`config.mk`:
```
export PLATFORM = sky130hd
export DESIGN_NAME = ps2_keyboard_rx
export DESIGN_NICKNAME = d
export VERILOG_FILES = /design/src/rtl/ps2_keyboard_rx.sv
export SDC_FILE = /design/constraint.sdc
export NUM_CORES = 1
export LEC_CHECK = 0
export CAP_MARGIN = 30
export CELL_PAD_IN_SITES_DETAIL_PLACEMENT = 1
export CELL_PAD_IN_SITES_GLOBAL_PLACEMENT = 2
export CORE_UTILIZATION = 32
export DETAILED_ROUTE_END_ITERATION = 6
export PLACE_DENSITY = 0.83
export SLEW_MARGIN = 30
export SYNTH_ARGS = -nofsm -noshare
export SYNTH_HDL_FRONTEND = slang
export SYNTH_SLANG_ARGS = --single-unit
```
`constraint.sdc`:
```
create_clock -name clk -period 2.7 [get_ports clk]
set_clock_uncertainty 0.1 [all_clocks]
set_input_delay 0.405 -clock clk [delete_from_list [all_inputs] [get_ports clk]]
set_output_delay 0.405 -clock clk [all_outputs]
set_load 0.05 [all_outputs]
```
`src/rtl/ps2_keyboard_rx.sv`:
```
// PS/2 Set-2 keyboard receiver: deframes 11-bit scan frames and holds the translated 16-bit key code on kb_out.
// Define PS2_EXTENDED_EN to translate E0-prefixed cursor/navigation keys; otherwise they produce no output.
module ps2_keyboard_rx #(
    parameter int SYNC_STAGES    = 2,
    parameter int TIMEOUT_CYCLES = 50000
) (
    input  logic        clk,
    input  logic        reset,
    input  logic        ps2_clk,
    input  logic        ps2_data,
    output logic [15:0] kb_out,
    output logic        key_valid,
    output logic        frame_err
);

    localparam int TW = $clog2(TIMEOUT_CYCLES + 1);

    typedef enum logic [1:0] {
        S_IDLE,
        S_DATA,
        S_PARITY,
        S_STOP
    } state_t;

    // Scan code to key code; 0 means the key has no code.
    function automatic logic [15:0] translate(input logic ext, input logic [7:0] code_byte);
        logic [15:0] code;
        code = 16'd0;
        if (!ext) begin
            case (code_byte)
                8'h1C: code = 16'd65;  8'h32: code = 16'd66;  8'h21: code = 16'd67;
                8'h23: code = 16'd68;  8'h24: code = 16'd69;  8'h2B: code = 16'd70;
                8'h34: code = 16'd71;  8'h33: code = 16'd72;  8'h43: code = 16'd73;
                8'h3B: code = 16'd74;  8'h42: code = 16'd75;  8'h4B: code = 16'd76;
                8'h3A: code = 16'd77;  8'h31: code = 16'd78;  8'h44: code = 16'd79;
                8'h4D: code = 16'd80;  8'h15: code = 16'd81;  8'h2D: code = 16'd82;
                8'h1B: code = 16'd83;  8'h2C: code = 16'd84;  8'h3C: code = 16'd85;
                8'h2A: code = 16'd86;  8'h1D: code = 16'd87;  8'h22: code = 16'd88;
                8'h35: code = 16'd89;  8'h1A: code = 16'd90;
                8'h45: code = 16'd48;  8'h16: code = 16'd49;  8'h1E: code = 16'd50;
                8'h26: code = 16'd51;  8'h25: code = 16'd52;  8'h2E: code = 16'd53;
                8'h36: code = 16'd54;  8'h3D: code = 16'd55;  8'h3E: code = 16'd56;
                8'h46: code = 16'd57;
                8'h29: code = 16'd32;  8'h5A: code = 16'd128; 8'h66: code = 16'd129;
                8'h76: code = 16'd140;
                default: code = 16'd0;
            endcase
        end else begin
`ifdef PS2_EXTENDED_EN
            case (code_byte)
                8'h6B: code = 16'd130; 8'h75: code = 16'd131; 8'h74: code = 16'd132;
                8'h72: code = 16'd133; 8'h6C: code = 16'd134; 8'h69: code = 16'd135;
                8'h7D: code = 16'd136; 8'h7A: code = 16'd137; 8'h70: code = 16'd138;
                8'h71: code = 16'd139;
                default: code = 16'd0;
            endcase
`else
            code = 16'd0;
`endif
        end
        return code;
    endfunction

    logic [SYNC_STAGES-1:0] clk_sync;
    logic [SYNC_STAGES-1:0] data_sync;
    logic                   clk_prev;
    logic                   clk_s;
    logic                   data_s;
    logic                   fall;

    state_t         state, state_n;
    logic [2:0]     bit_cnt, bit_cnt_n;
    logic [7:0]     shift, shift_n;
    logic           parity_ok, parity_ok_n;
    logic [TW-1:0]  timer, timer_n;
    logic           brk, brk_n;
    logic           ext, ext_n;
    logic [15:0]    kb_out_n;
    logic           key_valid_n;
    logic           frame_err_n;
    logic [15:0]    code;
    logic           timeout;

    // NOTE: synchroniser flops reset to the idle-high line level so release from reset
    // never looks like a falling ps2_clk edge.
    always_ff @(posedge clk) begin
        if (reset) begin
            clk_sync  <= '1;
            data_sync <= '1;
            clk_prev  <= 1'b1;
        end else begin
            clk_sync  <= {clk_sync[SYNC_STAGES-2:0], ps2_clk};
            data_sync <= {data_sync[SYNC_STAGES-2:0], ps2_data};
            clk_prev  <= clk_s;
        end
    end

    assign clk_s  = clk_sync[SYNC_STAGES-1];
    assign data_s = data_sync[SYNC_STAGES-1];
    assign fall   = clk_prev & ~clk_s;
    assign code   = translate(ext, shift);
    assign timeout = (state != S_IDLE) && !fall && (timer == TW'(TIMEOUT_CYCLES - 1));

    always_ff @(posedge clk) begin
        if (reset) begin
            state     <= S_IDLE;
            bit_cnt   <= 3'd0;
            shift     <= 8'd0;
            parity_ok <= 1'b0;
            timer     <= '0;
            brk       <= 1'b0;
            ext       <= 1'b0;
            kb_out    <= 16'd0;
            key_valid <= 1'b0;
            frame_err <= 1'b0;
        end else begin
            state     <= state_n;
            bit_cnt   <= bit_cnt_n;
            shift     <= shift_n;
            parity_ok <= parity_ok_n;
            timer     <= timer_n;
            brk       <= brk_n;
            ext       <= ext_n;
            kb_out    <= kb_out_n;
            key_valid <= key_valid_n;
            frame_err <= frame_err_n;
        end
    end

    // NOTE: every next-state value is defaulted first so no path leaves a latch behind.
    always_comb begin
        state_n     = state;
        bit_cnt_n   = bit_cnt;
        shift_n     = shift;
        parity_ok_n = parity_ok;
        brk_n       = brk;
        ext_n       = ext;
        kb_out_n    = kb_out;
        key_valid_n = 1'b0;
        frame_err_n = 1'b0;

        if (state == S_IDLE || fall) timer_n = '0;
        else                         timer_n = timer + TW'(1);

        if (timeout) begin
            state_n     = S_IDLE;
            timer_n     = '0;
            frame_err_n = 1'b1;
            brk_n       = 1'b0;
            ext_n       = 1'b0;
        end else if (fall) begin
            case (state)
                S_IDLE: begin
                    if (!data_s) begin
                        state_n   = S_DATA;
                        bit_cnt_n = 3'd0;
                    end
                end
                S_DATA: begin
                    shift_n   = {data_s, shift[7:1]};
                    bit_cnt_n = bit_cnt + 3'd1;
                    if (bit_cnt == 3'd7) state_n = S_PARITY;
                end
                S_PARITY: begin
                    parity_ok_n = ^{shift, data_s};
                    state_n     = S_STOP;
                end
                S_STOP: begin
                    state_n = S_IDLE;
                    if (parity_ok && data_s) begin
                        // The byte is acted on here so outputs update in the following cycle.
                        if (shift == 8'hF0) begin
                            brk_n = 1'b1;
                        end else if (shift == 8'hE0) begin
                            ext_n = 1'b1;
                        end else begin
                            if (!brk && code != 16'd0) begin
                                kb_out_n    = code;
                                key_valid_n = 1'b1;
                            end else if (brk && code == kb_out) begin
                                kb_out_n = 16'd0;
                            end
                            brk_n = 1'b0;
                            ext_n = 1'b0;
                        end
                    end else begin
                        frame_err_n = 1'b1;
                        brk_n       = 1'b0;
                        ext_n       = 1'b0;
                    end
                end
                default: state_n = S_IDLE;
            endcase
        end
    end

endmodule

```
After elaboration in Yosys (flattened, before gate mapping)
Memories as Yosys holds them, arrays and structs flattened. A register that Yosys moved wholly into a read port is not among the register bits.
Index checks and enable logic that the tools add are counted.
Widths: inputs -> output; s select.
{"block": "classes", "add_sub_neg": 2, "n_mul": 0, "div_mod_pow": 0, "order_cmp": 0, "eq_ne": 12, "shift": 0, "muxes": 22, "bitwise_logic": 8, "reduce_logical": 24}
{"operator": "$mux 16", "count": 4}
{"operator": "$add 16x1->16 const B", "count": 1}
{"operator": "$eq 16x16->1", "count": 1}
{"operator": "$eq 16x16->1 const B", "count": 1}
{"operator": "$eq 8x8->1 const B", "count": 2}
{"operator": "$reduce_bool 16->1", "count": 1}
{"operator": "$reduce_and 3->1", "count": 5}
{"operator": "$mux 7", "count": 2}
{"operator": "$mux 1", "count": 11}
{"operator": "$reduce_xor 9->1", "count": 1}
{"operator": "$pmux 2 s4", "count": 1}
{"operator": "$not 1->1", "count": 7}
{"operator": "$reduce_and 7->1", "count": 1}
{"operator": "$reduce_or 7->1", "count": 1}
{"operator": "$ne 2x2->1 const B", "count": 3}
{"operator": "$pmux 3 s2", "count": 1}
{"operator": "$reduce_bool 2->1", "count": 3}
{"operator": "$logic_and 1x1->1", "count": 5}
{"operator": "$eq 2x2->1 const B", "count": 2}
{"operator": "$mux 2", "count": 2}
{"operator": "$reduce_and 4->1", "count": 1}
{"operator": "$add 3x1->3 const B", "count": 1}
{"operator": "$eq 3x3->1 const B", "count": 1}
{"operator": "$mux 3", "count": 1}
{"operator": "8 further kinds", "count": 9}
{"block": "totals", "regBits": 55, "latchBits": 0, "ram_bits": 0, "mem_bits_ro": 1024, "inputBits": 4, "output_inout_bits": 18, "word_cells": 82, "memories": 1}
{"memory": "(no name shown)", "words": 128, "width": 8, "read_ports": 1, "rd_ports_with_merged_regs": 1, "write_ports": 0, "line": "30", "text": "case (code_byte)"}

Logic depth before layout (Yosys ltp)
Gate-level depths: netlist of run 1.
{"block": "depth", "depth_word": 9, "ltp_mapped": 16, "mapped_depth_nobuf": 13}

Least setup slack after synthesis of run 1
OpenSTA, ideal clock, no wires.
{"block": "synth_path", "kind": "register to register", "from": "register state[1]", "to": "register (tool-made name)", "arrival_time_ns": 2.694, "required_ns": 2.472, "slack_ns": -0.222, "path_stages_with_launch": 17, "path_buffers": 3, "synth_period_minus_slack_ns": 2.922, "cell_sequence": "dfxtp_1 -> inv_1 -> ha_1 -> buf_2 -> nand3b_1 -> buf_2 -> nand2_1 -> a21oi_1 -> inv_1 -> ha_1 -> clkbuf_1 -> a21oi_1 -> a21oi_1 -> nor2_1 -> a21oi_1 -> a32oi_1 -> o22ai_1"}
{"element": "start, declared", "line": "71", "text": "state_t state, state_n;"}
{"element": "start signal, assigned", "line": "117", "text": "state <= state_n;"}

==> impl_metrics.json, run 1 <==
{
  "outcome": "finished clean",
  "grt_max_degree": 20,
  "synthFlopType": "dfxtp_1",
  "critPathArrivalTime_ns": 2.71,
  "synth_top_area_share": 0.298,
  "cts_sinks": 55,
  "synth_top_family_by_area": "simple AND/OR/NAND/NOR gates",
  "synth-simple-area-share": 0.251,
  "grt_pass1_wl_mm": 18.5,
  "synth_compound_area_frac": 0.228,
  "cts_hold_buf": 0,
  "fin_setup_tns_ns": 0,
  "critPathMaxFanout": 5,
  "fin_hold_ws_ns": 0.320,
  "layout.nets": 522,
  "maxCapViolCount": 0,
  "post-route-period-util": 0.960,
  "peakVddDrop_uv": 225,
  "seq_area_frac_synth": 0.298,
  "ff2ff_setup_slack_ns": 0.11,
  "layout_common_cells": "dfxtp_1, nand2_1, nor2_1, buf_4, o21ai_0",
  "whs_path_depth": 1,
  "die_area_mm2": 0.0120,
  "cts.path.max_buffers": 2,
  "cts_tree": "done",
  "fin_util": 0.400,
  "leakagePower_nw": 1.60,
  "core_mm2": 0.0110,
  "clk_pin_slew_ns": 0.08,
  "ant_nets": 0,
  "clock.fmax_ghz": 0.386,
  "ys.warnings.count": 0,
  "place_congestion": 0.934,
  "synth_xor_xnor_area_share": 0.0664,
  "die_h_um": 109,
  "cts_made_buffers": 5,
  "synthAdderAreaFrac": 0.0508,
  "cp-start-kind": "flip-flop",
  "antenna_found_initial": 0,
  "area_delta_synth_final_pct": 19.4,
  "post-route-min-period_ns": 2.59,
  "initial_core_util": 0.335,
  "drive_above_1_share": 0.175,
  "crit_type": "flip-flop to flip-flop",
  "ys_async_sr_fraction": 0,
  "powerDensity_mw_per_mm2": 379,
  "dr.pass1.iters": 4,
  "drt_iter0_markers": 255,
  "avgSynthCellArea_um2": 7.84,
  "wirelength_mm": 11.7,
  "hold_violations": 0,
  "netlist_instances": 471,
  "hpwl_mm": 8.58,
  "place_ws_ns": -0.0979,
  "numPortBuffers": 13,
  "synth_edf_count": 0,
  "wire_per_inst_um": 18.1,
  "ys_ff_latch": 55,
  "grt.total_usage": 0.199,
  "final_common_cell": "dfxtp_1",
  "hold_path.class": "flip-flop to flip-flop",
  "total_power_mw": 1.67,
  "cts_max_level": 2,
  "first_global_vias": 3618,
  "required_ns": 2.82,
  "slew_headroom": 0.546,
  "syn_area_mm2": 0.00369,
  "die_x_um": 109,
  "reg2regPathDepth": 12,
  "grt_overflow": 0,
  "pin_count": 22,
  "ctsRootBufferMaster": "clkbuf_16",
  "ys_top_cells_by_area": "dfxtp_1, ha_1, nand2_1",
  "vias": 3600,
  "drc": 0,
  "setup_viol": 0,
  "yosys.area.top_type": "dfxtp_1",
  "endpoint_kind": "flip-flop",
  "clk_latency_ns": 0.30,
  "ys_types": 66,
  "vias_per_cell": 5.59,
  "setup_slack_ns": 0.109,
  "fp-row-count": 38,
  "final-max-slew-violation-count": 0,
  "insertedDiodeCount": 0,
  "worstMarginPinSlew_ns": 0.681,
  "muxShareOfSynthArea": 0.0298
}
-- cell families (layout without fill, tap and decap cells) --
group,after synthesis,count (layout)
AND/OR/NAND/NOR,185,185
other,1,8
buffers and inverters,56,82
multiplexers,9,9
flip-flops,55,55
AO/OA/AOI/OAI,122,122
adder cells (fa/ha/maj),15,15
XOR/XNOR,28,28
-- worst max-delay path, cell delays in order, from the launching register on --
cell,delay (ns)
dfxtp_2,0.34
inv_2,0.05
ha_4,0.16
and3b_2,0.26
buf_6,0.14
mux2i_4,0.17
or2_4,0.31
inv_6,0.07
ha_4,0.20
mux2_2,0.27
a21oi_2,0.14
a32oi_1,0.11
o22ai_1,0.20
-- cell usage after synthesis (all sizes together) (2+ instances only) --
cell type / number
dfxtp: 55
nand2: 50
nor2: 48
a21oi: 28
o21ai: 26
buf: 21
xnor2: 19
clkbuf: 18
ha: 15
inv: 15
nor3: 14
a31oi: 13
and3: 13
nand3: 11
or2: 11
xor2: 9
a32oi: 7
mux2i: 6
nand2b: 6
o22ai: 6
a21boi: 4
a21o: 4
nand3b: 4
nor4: 4
nor4bb: 4
o32ai: 4
a2111oi: 3
a311oi: 3
a32o: 3
mux2: 3
nand4: 3
nor2b: 3
o21a: 3
or3: 3
a221oi: 2
a22o: 2
and3b: 2
clkinv: 2
nand4b: 2
o211ai: 2
o221ai: 2
o2bb2ai: 2
-- per-layer routing --
| metal | vias up | global-route usage | wire length, um |
|---|---|---|---|
| li1 | 1734 | - | - |
| met4 | 0 | 0.0857 | 283 |
| met5 | - | 0 | 0 |
| met1 | 1747 | 0.255 | 5360 |
| met2 | 97 | 0.323 | 5590 |
| met3 | 22 | 0.0368 | 421 |
-- layout make-up --
cell class	instances	area, um2
flip-flops and latches	55	1100
repair buffers	57	464
multi-input cells	367	2420
clock buffers	5	125
inverters	17	72.6
fillers	1340	6620
well taps	140	175
clock inverters	3	50.0
-- where the power goes --
part | switching, mW | leakage (nW) | internal (mW)
sequential | 0.00336 | 0.445 | 0.814
combinational | 0.0520 | 1.07 | 0.0177
clock | 0.335 | 0.0863 | 0.449
-- per-stage QoR --
stage / area (um2) / std cells
finish: 4410 / 644
detailed placement: 4110 / 629
global route: 4410 / 644
CTS: 4290 / 638
floorplan: 3740 / 478
global placement: 4110 / 629
-- timing repair --
item,CTS,global route
resized for setup,2,19
endpoints found under the setup margin,6,7
setup buffers,1,6
cloned,0,0
pin swaps,1,9
-- path summary, 6_finish.rpt --
path                                     to        start
worst min register to register  clk_sync[1]  clk_sync[0]
worst max-delay path              flip-flop     state[1]
worst min-delay path            clk_sync[1]  clk_sync[0]
worst max register to register    flip-flop     state[1]
(Power assumes the default switching activity.)
==> run 2: changes to the inputs <==
SLEW_MARGIN = unset   (was 30)
==> results of run 2 <==
Same layout as run 1: the final DEF is identical, and so are final timing and power.
